<file path="config.mk">
export PLATFORM = sky130hd
export DESIGN_NAME = spi_slave_core
export DESIGN_NICKNAME = d
export VERILOG_FILES = /design/src/rtl/spi_slave_pkg.sv /design/src/rtl/spi_sync_edge.sv /design/src/rtl/spi_slave_core.sv
export SDC_FILE = /design/constraint.sdc
export NUM_CORES = 1
export LEC_CHECK = 0
export CORE_MARGIN = 2
export CORE_UTILIZATION = 40
export DETAILED_ROUTE_END_ITERATION = 6
export HOLD_SLACK_MARGIN = 0.08
export SLEW_MARGIN = 20
export SYNTH_ARGS = -nofsm -noshare
export SYNTH_HDL_FRONTEND = slang
export SYNTH_HIERARCHICAL = 1
export SYNTH_SLANG_ARGS = --single-unit
</file>
<file path="constraint.sdc">
create_clock -name clk -period 2.2 [get_ports clk]
set_input_delay 0.44 -clock clk [delete_from_list [all_inputs] [get_ports clk]]
set_output_delay 0.44 -clock clk [all_outputs]
set_load 0.01 [all_outputs]
</file>
<file path="src/rtl/spi_slave_pkg.sv">
// spi_slave_pkg: shared FSM state type and synchroniser depth for the SPI slave core
package spi_slave_pkg;
  typedef enum logic [1:0] {IDLE, LOAD, SHIFT} state_t;
  localparam int SYNC_STAGES = 2;
endpackage

</file>
<file path="src/rtl/spi_sync_edge.sv">
// spi_sync_edge: multi-flop synchroniser for one async input with rise/fall pulses on the synced level
module spi_sync_edge
  import spi_slave_pkg::*;
#(
  parameter logic RST_VAL = 1'b0
) (
  input  logic clk,
  input  logic reset,
  input  logic d,
  output logic q,
  output logic rise,
  output logic fall
);
  logic [SYNC_STAGES-1:0] sync;
  logic q_d;
  // Shift the async input through the synchroniser and keep the previous synced level
  always_ff @(posedge clk or posedge reset)
    if (reset) begin
      sync <= {SYNC_STAGES{RST_VAL}};
      q_d  <= RST_VAL;
    end else begin
      sync <= {sync[SYNC_STAGES-2:0], d};
      q_d  <= sync[SYNC_STAGES-1];
    end
  assign q    = sync[SYNC_STAGES-1];
  assign rise = q & ~q_d;
  assign fall = ~q & q_d;
endmodule

</file>
<file path="src/rtl/spi_slave_core.sv">
// spi_slave_core: SPI slave (all CPOL/CPHA modes) with tx holding register; SPI_SLAVE_FRAME_CNT_EN adds frame_cnt
module spi_slave_core #(
  parameter int DATA_W = 8,
  parameter int CPOL   = 0,
  parameter int CPHA   = 0
) (
  input  logic              clk,
  input  logic              reset,
  input  logic              sclk,
  input  logic              mosi,
  input  logic              ss_n,
  output logic              miso,
  input  logic [DATA_W-1:0] tx_data,
  input  logic              tx_valid,
  output logic              tx_ready,
  output logic [DATA_W-1:0] rx_data,
  output logic              rx_valid,
  output logic              busy
`ifdef SPI_SLAVE_FRAME_CNT_EN
  ,
  output logic [15:0]       frame_cnt
`endif
);
  import spi_slave_pkg::*;
  localparam int CNT_W = $clog2(DATA_W);
  state_t state;
  logic [CNT_W-1:0] cnt;
  logic [DATA_W-1:0] tx_sr, rx_sr, hold, rx_next, tx_reload;
  logic hold_full;
  logic sclk_rise, sclk_fall, mosi_s, ss_s, ss_fall;
  logic unused_sclk_s, unused_mosi_rise, unused_mosi_fall, unused_ss_rise;
  logic lead, trail, sample, shift_e, last, accept;
  spi_sync_edge #(.RST_VAL(1'(CPOL))) u_sync_sclk (
    .clk(clk), .reset(reset), .d(sclk), .q(unused_sclk_s), .rise(sclk_rise), .fall(sclk_fall)
  );
  spi_sync_edge #(.RST_VAL(1'b0)) u_sync_mosi (
    .clk(clk), .reset(reset), .d(mosi), .q(mosi_s), .rise(unused_mosi_rise), .fall(unused_mosi_fall)
  );
  // ss_n chain resets low so a select already held low at reset release is not seen as a new frame
  spi_sync_edge #(.RST_VAL(1'b0)) u_sync_ss (
    .clk(clk), .reset(reset), .d(ss_n), .q(ss_s), .rise(unused_ss_rise), .fall(ss_fall)
  );
  assign lead      = (CPOL != 0) ? sclk_fall : sclk_rise;
  assign trail     = (CPOL != 0) ? sclk_rise : sclk_fall;
  assign sample    = (CPHA != 0) ? trail : lead;
  assign shift_e   = (CPHA != 0) ? lead : trail;
  assign last      = cnt == CNT_W'(DATA_W - 1);
  assign accept    = tx_valid && !hold_full;
  assign rx_next   = {rx_sr[DATA_W-2:0], mosi_s};
  assign tx_reload = hold_full ? hold : '0;
  assign tx_ready  = !hold_full;
  assign busy      = state != IDLE;
  assign miso      = (state != IDLE) && tx_sr[DATA_W-1];
  // Frame FSM: select handling, bit counting, shifting both directions and holding-register reloads.
  // A shift edge seen with cnt==0 is the one right after a (re)load, so it must keep the fresh MSB.
  always_ff @(posedge clk or posedge reset)
    if (reset) begin
      state     <= IDLE;
      cnt       <= '0;
      tx_sr     <= '0;
      rx_sr     <= '0;
      hold      <= '0;
      hold_full <= 1'b0;
      rx_data   <= '0;
      rx_valid  <= 1'b0;
    end else begin
      rx_valid <= 1'b0;
      if (accept) begin
        hold      <= tx_data;
        hold_full <= 1'b1;
      end
      if (ss_s) begin
        state <= IDLE;
        cnt   <= '0;
        rx_sr <= '0;
        tx_sr <= '0;
      end else if (state == IDLE) begin
        state <= ss_fall ? LOAD : IDLE;
      end else if (state == LOAD) begin
        state     <= SHIFT;
        cnt       <= '0;
        tx_sr     <= tx_reload;
        hold_full <= accept;
      end else if (sample) begin
        rx_sr <= rx_next;
        cnt   <= last ? '0 : cnt + CNT_W'(1);
        if (last) begin
          rx_data   <= rx_next;
          rx_valid  <= 1'b1;
          tx_sr     <= tx_reload;
          hold_full <= accept;
        end
      end else if (shift_e && cnt != '0) begin
        tx_sr <= {tx_sr[DATA_W-2:0], 1'b0};
      end
    end
`ifdef SPI_SLAVE_FRAME_CNT_EN
  // Count completed frames, wrapping naturally at 16 bits
  always_ff @(posedge clk or posedge reset)
    if (reset) frame_cnt <= '0;
    else if (rx_valid) frame_cnt <= frame_cnt + 16'd1;
`endif
endmodule

</file>
Yosys cells after proc, flatten, opt, wreduce, memory -nomap -nowiden

Cells that the tools add are included.

Add/sub/neg operators: 1
Equality and inequality tests: 5
Mux-type cells: 31
Bitwise gates (word level): 8
Reduce and logical (&&, ||, !) cells: 15

Operators with widths:

| kind                                           | count |
|---|---|
| 2-to-1 mux 8 bit                               | 7 |
| 2-to-1 mux 7 bit                               | 4 |
| 2-to-1 mux 3 bit                               | 5 |
| 2-to-1 mux 1 bit                               | 12 |
| nonzero test 3 bit                             | 3 |
| 2-to-1 mux 2 bit                               | 3 |
| AND reduction 3 bit                            | 2 |
| NOT 1 bit                                      | 5 |
| AND reduction 5 bit                            | 1 |
| != test 2 x 1 -> 1 bit (second input constant) | 2 |
| != test 4 x 1 -> 1 bit (second input constant) | 1 |
| nonzero test 2 bit                             | 2 |
| nonzero test 4 bit                             | 1 |
| adder 3 x 1 -> 3 bit (second input constant)   | 1 |
| AND 1 bit                                      | 3 |
| == test 3 bit (second input constant)          | 1 |
| logical AND 1 bit                              | 3 |
| == test 2 x 1 -> 1 bit (second input constant) | 1 |
| logical NOT 2 bit                              | 1 |
| AND reduction 2 bit                            | 1 |
| logical NOT 1 bit                              | 1 |

Flip-flop bits (word level): 46
Bits of input ports: 14
Output and inout port bits: 12
Logic and storage cells: 73

Longest topological paths before layout

Depth after elaboration: 8
Mapped depth: 6
Gate-level depth less buffers: 6

By module

Netlist, hierarchy kept.

By module, submodules not included:

| module         | times used | cells an instance | area an instance (um^2) | seq. area each (um^2) |
|---|---|---|---|---|
| spi_slave_core | 1          | 138               | 1666.6                  | 950.9 |
| spi_sync_edge  | 3          | 6                 | 93.8                    | 75.1 |

Worst setup path after synthesis

No wires, ideal clock.

Path kind: reg2reg
Start: register cnt[0]
End: register tx_sr[1]
Library setup time: 66 ps
Arrival time: 1701 ps
Required time: 2134 ps
Slack: 433 ps
Stages on the path, launching flop included: 7
Buffers on the path: 0
Clock period less this slack: 1767 ps
Path through: dfrtp_1 -> ha_1 -> ha_1 -> and2_4 -> a311o_1 -> a21oi_4 -> a22o_1

Cells in the longest elaborated chain, start to end: 4
Elaborated cells between the ends (all ways): 6
Those cells by class: eq/ne: 2; reduce/logical: 4

Ends and longest elaborated chain:

| element                                  | RTL line             | text |
|---|---|---|
| from (decl)                              | spi_slave_core.sv:27 | `logic [CNT_W-1:0] cnt;` |
| from (signal assigned)                   | spi_slave_core.sv:86 | `cnt <= last ? '0 : cnt + CNT_W'(1);` |
| nonzero test 3 bit                       | spi_slave_core.sv:93 | `end else if (shift_e && cnt != '0) begin` |
| logical AND 1 bit                        | spi_slave_core.sv:93 |  |
| nonzero test 4 bit (no source line)      | --                   |  |
| AND reduction 3 bit (no source line) (*) | --                   |  |
| to (signal assigned)                     | spi_slave_core.sv:82 | `tx_sr <= tx_reload;` |
| to (signal assigned)                     | spi_slave_core.sv:90 | `tx_sr <= tx_reload;` |
| to (signal assigned)                     | spi_slave_core.sv:94 | `tx_sr <= {tx_sr[DATA_W-2:0], 1'b0};` |
| to (decl)                                | spi_slave_core.sv:28 | `logic [DATA_W-1:0] tx_sr, rx_sr, hold, rx_next, tx_reload;` |

Every way passes the cells marked *; elsewhere a longest branch is shown, timed or not.
A chain may end at the register's enable or synchronous reset.

Worst setup path in the final report

Start: register state[1]
End: output miso

Cells in the longest elaborated chain, start to end: 2

Ends and longest elaborated chain:

| element                | RTL line             | text |
|---|---|---|
| from (decl)            | spi_slave_core.sv:26 | `state_t state;` |
| from (signal assigned) | spi_slave_core.sv:78 | `state <= ss_fall ? LOAD : IDLE;` |
| nonzero test 2 bit     | spi_slave_core.sv:53 | `assign miso = (state != IDLE) && tx_sr[DATA_W-1];` |
| logical AND 1 bit      | spi_slave_core.sv:53 |  |
| to (decl)              | spi_slave_core.sv:12 | `output logic miso,` |

No other way between the ends.

==> out/results.ini <==
[run_status]
status = finished, final reports clean

[clock_tree]
cts_sinks = 46
numCtsBuffers = 5
hold_buffers = 0
clk_path_buf_depth = 2
h-tree-depth = 2
clk_latency_ns = 0.30
cts_setup_buffers = 0
cts-resized-gates = 0
cts.clk_slew.worst_paths_ns = 0.09
tritoncts = yes
root_buffer = clkbuf_8

[synth]
yosys_warnings = 6
syn_nets = 170
avgSynthCellArea_um2 = 12.51
syn_inst = 152
syn_area_um2 = 1902

[critical_path]
arrival_ns = 1.59
cpPeakStageDelay_ns = 0.47
crit_type = flip-flop to output pin
cp-end-kind = output pin
cp_max_fo = 6
critPathLaunchType = flip-flop
worstPathCellList = nor2_2 > inv_2 > and2_1 > clkdlybuf4s50_1
slowest_stage = clkdlybuf4s50_1
worstPathRequired_ns = 1.76

[grt]
antenna_found_initial = 0
met2_usage_pct = 23.54
top_usage_layer = met2
grt_usage_pct = 14.98
grt_pass1_vias = 1288
grt_overflow = 0
grt_use_met1_pct = 20.27
use_met3_pct = 4.558
grt_pass1_wl_um = 6078
grt_max_degree = 39

[placed_design]
dp_hpwl_um = 2456
placed_area_um2 = 2250
gp_congestion = 0.7563
portBuffers = 25

[floorplanning]
die_h_um = 72.96
core_area_um2 = 4661
ios = 26
die-area_um2 = 5322
start_util_pct = 40.81
die_x_um = 72.96
rows = 25

[power_and_ir_drop]
finalPower_uw = 1903
switching_share_pct = 24.12
p_int_uw = 1444
peakVddDrop_v = 0.0005891
p_per_area_nw_per_um2 = 806.0
p_clk_share_pct = 31.8
leakage_uw = 0.001081
p_seq_share_pct = 53.0
p_comb_share_pct = 15.1
switchingPower_uw = 459.0

[drt]
drt-pass1-iter-count = 4
avgViaCountPerCell = 5.211
dr_total_vias = 1261
post-route-drc-count = 0
wl_per_cell_um = 14.09
first_iter_violations = 99
final_antenna_net_count = 0
wl_um = 3410

[timing]
min_period_over_period_pct = 92.28
max_freq_mhz = 492.6
slew_headroom_pct = 56.83
setup_viol = 0
skew_ns = 0.009065
tns_ns = 0
hold_slack_ns = 0.3556
period_minus_slack_ns = 2.030
worstMarginPinSlew_ns = 0.6476
rsz0062_at_grt = no
final-hold-violation-count = 0
slew_violations = 0

[cells_and_area]
fin_nets = 205
drive_gt1_share_pct = 21.28
ff_latch_area_um2 = 1151
final_cell_area_um2 = 2361
antenna_cells = 0
multi_input_area_um2 = 693.2
syn_to_final_growth_pct = 24.14
final.fill_count = 400

[flow_run]
max_cap_viol_count = 0

[hold_path]
hold_class = flip-flop to flip-flop

[area by class of cell]
class / count / area share (%)
Timing Repair Buffer: 32 / 12.82
Clock buffer: 5 / 2.915
Multi-Input combinational cell: 92 / 29.36
Tap cell: 54 / 2.862
Sequential cell: 46 / 48.75
Inverter: 10 / 1.590
Clock inverter: 3 / 1.696
[flip-flops by register name, summed over array words and instances (netlist names)]
| signal | count |
|---|---|
| rx_valid | 1 |
| rx_sr | 7 |
| u_sync_sclk/q_d | 1 |
| state | 2 |
| tx_sr | 8 |
| u_sync_mosi/sync | 2 |
| u_sync_ss/sync | 2 |
| rx_data | 8 |
| cnt | 3 |
| u_sync_ss/q_d | 1 |
| hold | 8 |
| u_sync_sclk/sync | 2 |
| hold_full | 1 |
[cells in the final DEF (no fill, tap or decap), types with 2 or more instances in the layout]
master and instances:
dfrtp_1 46, a22o_1 7, nor3_1 2, a21oi_1 12, nand2b_1 2, nor2_1 5, inv_1 8, ha_1 4
buf_4 7, mux2_2 16, nor2b_1 2, nand2_1 18, clkinv_2 2, and2b_2 2, a32o_1 8, clkbuf_8 5
inv_2 2, clkdlybuf4s50_1 25
[path summary, 6_finish.rpt]
path	from	to	slack, ns	cells past startpoint
worst max-delay path	state[1]$_DFFE_PP0P_	miso	0.17	4
worst min register to register	u_sync_ss/sync[0]$_DFF_PP0_	u_sync_ss/sync[1]$_DFF_PP0_	0.36	0
worst max register to register	cnt[0]$_DFFE_PP0P_	tx_sr[1]$_DFFE_PP0P_	0.30	6
worst min-delay path	u_sync_ss/sync[0]$_DFF_PP0_	u_sync_ss/sync[1]$_DFF_PP0_	0.36	0
min in group asynchronous	reset	u_sync_mosi/sync[0]$_DFF_PP0_	0.37	2
max in group asynchronous	reset	rx_data[5]$_DFFE_PP0P_	1.24	3
[metrics by stage]
stage               util [%]  instances  worst slack (ns)
floorplan                  -        152            0.4330
global placement       48.27        234            0.3661
detailed placement     48.27        234            0.3088
CTS                    50.60        242           0.08881
global route           50.66        242           0.06021
finish                 50.66        242            0.1699
[worst max-delay path: cells and delay by family (launching register included)]
family        cells  cell delay [ns]
simple gates      2             0.30
flops             1             0.45
buf+inv           2             0.55
[power groups by stage]
| stage | logic, uW | clock network (uW) | registers [uW] |
|---|---|---|---|
| 2_1_floorplan | 200 | 0 | 998 |
| 3_3_place_gp | 277 | 0 | 1020 |
| 3_5_place_dp | 292 | 0 | 1030 |
| 4_1_cts | 292 | 625 | 1010 |
| 5_1_grt | 319 | 665 | 1020 |
| 6_report | 288 | 606 | 1010 |
[layer usage]
layer | routed length (um) | vias to the layer above
met3 | 159 | 5
met5 | 0 | -
met2 | 1575 | 30
li1 | - | 600
met4 | 44 | 0
met1 | 1632 | 626
No activity file was read; power rests on OpenSTA's default activity.
